[src/rtl/sprite_blitter.sv]
// Sprite ROM reader that walks the sprite row-major and pushes opaque, on-screen
// pixels into the framebuffer write port through a two-register pipeline.
module sprite_blitter #(
  parameter int          FB_W   = 320,
  parameter int          FB_H   = 240,
  parameter logic [15:0] TRANSP = 16'hffff
) (
  input  logic        clk,
  input  logic        rst_n,
  input  logic        start,
  input  logic [9:0]  pos_x,
  input  logic [9:0]  pos_y,
  input  logic        flip_h,
  output logic        busy,
  output logic        done,
  output logic [16:0] spr_pixel,
  input  logic [15:0] spr_color,
  input  logic [8:0]  spr_width,
  input  logic [8:0]  spr_height,
  output logic        fb_we,
  output logic [16:0] fb_addr,
  output logic [15:0] fb_data,
  input  logic        fb_ready
);

  typedef enum logic [1:0] {IDLE, RUN, FLUSH, DONE} state_t;

  state_t             state;
  logic [8:0]         w_q, h_q, row, col;
  logic [16:0]        rowbase;
  logic signed [10:0] px_q, py_q, s0_sx, s0_sy;
  logic               flip_q, s0_v;

  // Handshake: a write transfers on any rising edge where fb_we && fb_ready;
  // while fb_we is high and fb_ready low the whole pipeline freezes.
  logic        stall;
  logic [8:0]  ccol;
  logic        in_fb;
  logic [16:0] addr_n;

  always_comb begin
    stall  = fb_we && !fb_ready;
    ccol   = flip_q ? (w_q - col) : col;
    in_fb  = !s0_sx[10] && (s0_sx[9:0] < 10'(FB_W)) &&
             !s0_sy[10] && (s0_sy[9:0] < 10'(FB_H));
    addr_n = 17'(s0_sy[8:0]) * 17'(FB_W) + 17'(s0_sx[8:0]);
  end

  always_ff @(posedge clk) begin
    if (!rst_n) begin
      state     <= IDLE;
      busy      <= 1'b0;
      done      <= 1'b0;
      fb_we     <= 1'b0;
      fb_addr   <= '0;
      fb_data   <= '0;
      spr_pixel <= '0;
      w_q       <= '0;
      h_q       <= '0;
      row       <= '0;
      col       <= '0;
      rowbase   <= '0;
      px_q      <= '0;
      py_q      <= '0;
      s0_sx     <= '0;
      s0_sy     <= '0;
      flip_q    <= 1'b0;
      s0_v      <= 1'b0;
    end else begin
      done <= 1'b0;
      // Stage 1: spr_color belongs to the registered spr_pixel of stage 0.
      if (!stall) begin
        fb_we   <= s0_v && (spr_color != TRANSP) && in_fb;
        fb_addr <= addr_n;
        fb_data <= spr_color;
        s0_v    <= 1'b0;
      end
      case (state)
        IDLE: begin
          if (start) begin
            px_q    <= $signed({pos_x[9], pos_x});
            py_q    <= $signed({pos_y[9], pos_y});
            flip_q  <= flip_h;
            w_q     <= spr_width;
            h_q     <= spr_height;
            row     <= '0;
            col     <= '0;
            rowbase <= '0;
            busy    <= 1'b1;
            state   <= RUN;
          end
        end
        RUN: begin
          if (!stall) begin
            s0_v      <= 1'b1;
            spr_pixel <= rowbase + 17'(ccol);
            s0_sx     <= px_q + $signed({2'b00, col});
            s0_sy     <= py_q + $signed({2'b00, row});
            if (col == w_q) begin
              col     <= '0;
              row     <= row + 9'd1;
              rowbase <= rowbase + 17'(w_q) + 17'd1;
              if (row == h_q) state <= FLUSH;
            end else begin
              col <= col + 9'd1;
            end
          end
        end
        FLUSH: begin
          if (!s0_v && (!fb_we || fb_ready)) begin
            state <= DONE;
            done  <= 1'b1;
          end
        end
        DONE: begin
          busy  <= 1'b0;
          state <= IDLE;
        end
        default: state <= IDLE;
      endcase
    end
  end

endmodule
[config.mk]
export PLATFORM = sky130hd
export DESIGN_NAME = sprite_blitter
export DESIGN_NICKNAME = d
export VERILOG_FILES = /design/src/rtl/sprite_blitter.sv
export SDC_FILE = /design/constraint.sdc
export NUM_CORES = 1
export LEC_CHECK = 0
export ABC_AREA = 1
export CAP_MARGIN = 15
export CORE_MARGIN = 3
export CORE_UTILIZATION = 49
export CTS_CLUSTER_SIZE = 8
export DETAILED_ROUTE_END_ITERATION = 7
export MAX_ROUTING_LAYER = met4
export PLACE_DENSITY = 0.78
export SKIP_LAST_GASP = 1
export SLEW_MARGIN = 20
export SYNTH_ARGS = -nofsm -noshare
export SYNTH_HDL_FRONTEND = slang
export SYNTH_SLANG_ARGS = --single-unit
[constraint.sdc]
create_clock -name clk -period 4.1 [get_ports clk]
set_clock_uncertainty 0.15 [all_clocks]
set_input_delay 0.615 -clock clk [delete_from_list [all_inputs] [get_ports clk]]
set_output_delay 0.615 -clock clk [all_outputs]
set_load 0.02 [all_outputs]
==> results.py <==
metrics = {
    "outcome": {
        "status": "completed",
    },
    "clock_network": {
        "cts_tree": "yes",
        "postCtsSetupBuffers": 0,
        "cts-buffers-inserted": 17,
        "cts_resized": 0,
        "htree_num_levels": 4,
        "insertion_delay_ns": 0.43,
        "ctsHoldBuffers": 0,
        "ctsLongestPathBuffers": 2,
        "cts.sinks": 152,
        "root_buffer": "clkbuf_16",
        "path_clk_slew_ns": 0.06,
    },
    "sta": {
        "worst_pin_slew_ns": 0.804,
        "finalMaxSlewViolations": 0,
        "period_share_pct": 83.1,
        "relSlewSlack_pct": 46.4,
        "finalSetupTns_ns": 0,
        "period_needed_ns": 3.41,
        "postLayoutSetupSlackWorst_ns": 0.694,
        "setup_viol": 0,
        "rsz0062_at_grt": "false",
        "clock.fmax_ghz": 0.294,
        "final_hold_viol_count": 0,
    },
    "final_layout": {
        "fin_cells": 1631,
        "layout_common_cells": "nand2_1 (225), nor2_1 (215), dfxtp_1 (152), inv_1 (145), o21ai_0 (141)",
        "final_common_cell": "nand2_1",
        "nets": 1523,
        "diodes": 0,
        "drive_gt1_share_pct": 5.42,
        "area_delta_synth_final_pct": 21.1,
    },
    "yosys": {
        "ys_ff_latch": 152,
        "synthArstFlopShare_pct": 0,
        "synth_warnings": 0,
        "synth-edff-count": 0,
        "syn_inst": 1294,
        "yosysUniqueCellTypes": 51,
        "seq_area_frac_synth_pct": 33.7,
        "syn-cell-area_um2": 9030,
        "syn_nets": 1428,
        "syn_area_per_cell_um2": 6.98,
        "synth-main-ff-cell": "dfxtp_1",
    },
    "flow_run": {
        "drv_cap": 0,
    },
    "critical_path": {
        "start_kind": "register",
        "crit_fanout": 6,
        "slowest_delay_ns": 0.39,
        "cp_data_required_time_ns": 4.27,
        "critical-path-slowest-cell": "dfxtp_1",
        "path_cells": "inv_1 -> ha_1 -> nand2_1 -> o21ai_0 -> nand2_1 -> nand2_1 -> a21oi_1 -> xor2_1 -> nand2_1 -> nand2_1 -> ha_1 -> a21oi_1 -> o21ai_0 -> inv_1 -> nand2_1 -> nand2_1 -> nand2_1 -> nor2_1 -> o21ai_0 -> inv_1",
        "crit_start": "col[2]",
        "r2r_start": "col[2]",
        "endpoint_kind": "register",
        "crit_type": "reg2reg",
        "critPathMostFrequentCell": "nand2_1",
        "crit_arrival_ns": 3.58,
    },
    "global_route": {
        "grt_use_total_pct": 23.5,
        "grt_overflow": 0,
        "grt_pass1_wl_mm": 37.5,
        "antenna_found_initial": 0,
        "grt_max_degree": 93,
        "grt_pass1_vias": 7571,
    },
    "floorplan": {
        "dieArea_um2": 20100,
        "io_pins": 112,
        "rows": 49,
        "initial_core_util_pct": 50.1,
        "core-area_um2": 18000,
        "die_y_um": 142,
        "die_w_um": 142,
    },
    "power_and_ir_drop": {
        "vdd_ir_drop_max_v": 0.000354,
        "p_leak_nw": 4.94,
        "power_density_nw_per_um2": 596,
    },
    "routing": {
        "drcViolationCount": 0,
        "detail-route-antenna-nets": 0,
        "routed_wl_mm": 23.2,
        "avgRoutedWirePerCell_um": 14.2,
        "vias_per_cell": 5.26,
        "num_vias": 8571,
        "drt_pass1_iterations": 5,
        "first_iter_violations": 518,
    },
    "placement": {
        "hpwl_mm": 17.1,
        "gp_congestion": 0.992,
        "pre_cts_ws_ns": 0.737,
        "port_buffers": 111,
        "dp_cells": 1599,
    },
    "hold_path": {
        "hold_start": "s0_sx[5]",
        "hold_class": "reg2reg",
    },
}
[critical path, delay by kind of cell, from the launching register on]
family / cells / cell delay, ns
AOI/OAI and AO/OA: 5 / 0.96
adders and majority gates: 2 / 0.73
and+or+nand+nor: 9 / 0.65
DFF: 1 / 0.39
buffers and inverters: 3 / 0.26
xor gates and xnor gates: 1 / 0.14
[Yosys cell counts, types with 3 or more instances]
cell / n / area share [%]
a21oi_1: 96 / 5.3
a21o_1: 3 / 0.25
dfxtp_1: 152 / 34
buf_2: 6 / 0.33
xor2_1: 31 / 3.0
o21bai_1: 11 / 0.91
o21ai_0: 141 / 7.8
fa_1: 7 / 1.6
a31oi_1: 5 / 0.35
nand2_1: 225 / 9.4
xnor2_1: 11 / 1.1
nand4_1: 18 / 1.2
nor2_1: 216 / 9.0
ha_1: 68 / 9.4
nand3_1: 59 / 3.3
clkbuf_1: 31 / 1.3
inv_2: 4 / 0.17
nand3_2: 4 / 0.44
inv_1: 146 / 6.1
nor3_2: 4 / 0.44
or2_2: 4 / 0.28
nor3_1: 14 / 0.78
nand3b_1: 3 / 0.25
[cells by family after synthesis]
family,count (synthesis),synth area share (%)
buffers and inverters,196,8.69
flip-flops,152,33.7
adder cells (fa/ha/maj),75,11.0
XOR/XNOR,42,4.08
AND/OR/NAND/NOR,559,26.6
AO/OA/AOI/OAI,270,16.0
[cell type report]
cell class / instances / area, µm²
clock inverters: 14 / 196
well taps: 229 / 287
clock buffers: 18 / 439
repair buffers: 117 / 1150
inverters: 155 / 601
multi-input cells: 946 / 5210
flip-flops and latches: 152 / 3040
fillers: 1643 / 7100
[worst paths after layout]
path	endpoint	slack, ns	depth (start not counted)
hold reg to reg	fb_addr[5]	0.30	2
setup / recovery	spr_pixel[10]	0.69	20
hold / removal	fb_addr[5]	0.30	2
setup reg to reg	spr_pixel[10]	0.69	20
[registers in the layout, summed over array words and instances (netlist names), 10 cells and up, named ones only]
signal and cells:
s0_sy 11, px_q 10, fb_data 16, s0_sx 11, py_q 10, fb_addr 17, spr_pixel 17, rowbase 17
[per-stage QoR]
step	total power, mW	hold WS (ns)	util (%)	cell area (µm²)
after floorplan	3.98	0.280	-	9030
after global placement	4.73	0.288	57.1	10300
after detailed placement	4.79	0.296	57.1	10300
after CTS	6.51	0.304	60.6	10900
after global routing	6.96	0.332	60.6	10900
final	6.51	0.302	60.6	10900
[report_power, final]
group | switching, mW | internal, mW | total [mW]
combinational | 1.70 | 1.03 | 2.73
clock | 0.670 | 1.04 | 1.71
sequential | 0.252 | 1.82 | 2.08
[metal layers]
| layer | wire, µm | track usage, % | vias up |
|---|---|---|---|
| li1 | - | - | 4403 |
| met1 | 11400 | 32.9 | 3875 |
| met2 | 10100 | 35.5 | 265 |
| met3 | 1280 | 3.37 | 28 |
| met4 | 393 | 6.77 | 0 |
| met5 | 0 | - | - |
(Power assumes the default switching activity.)
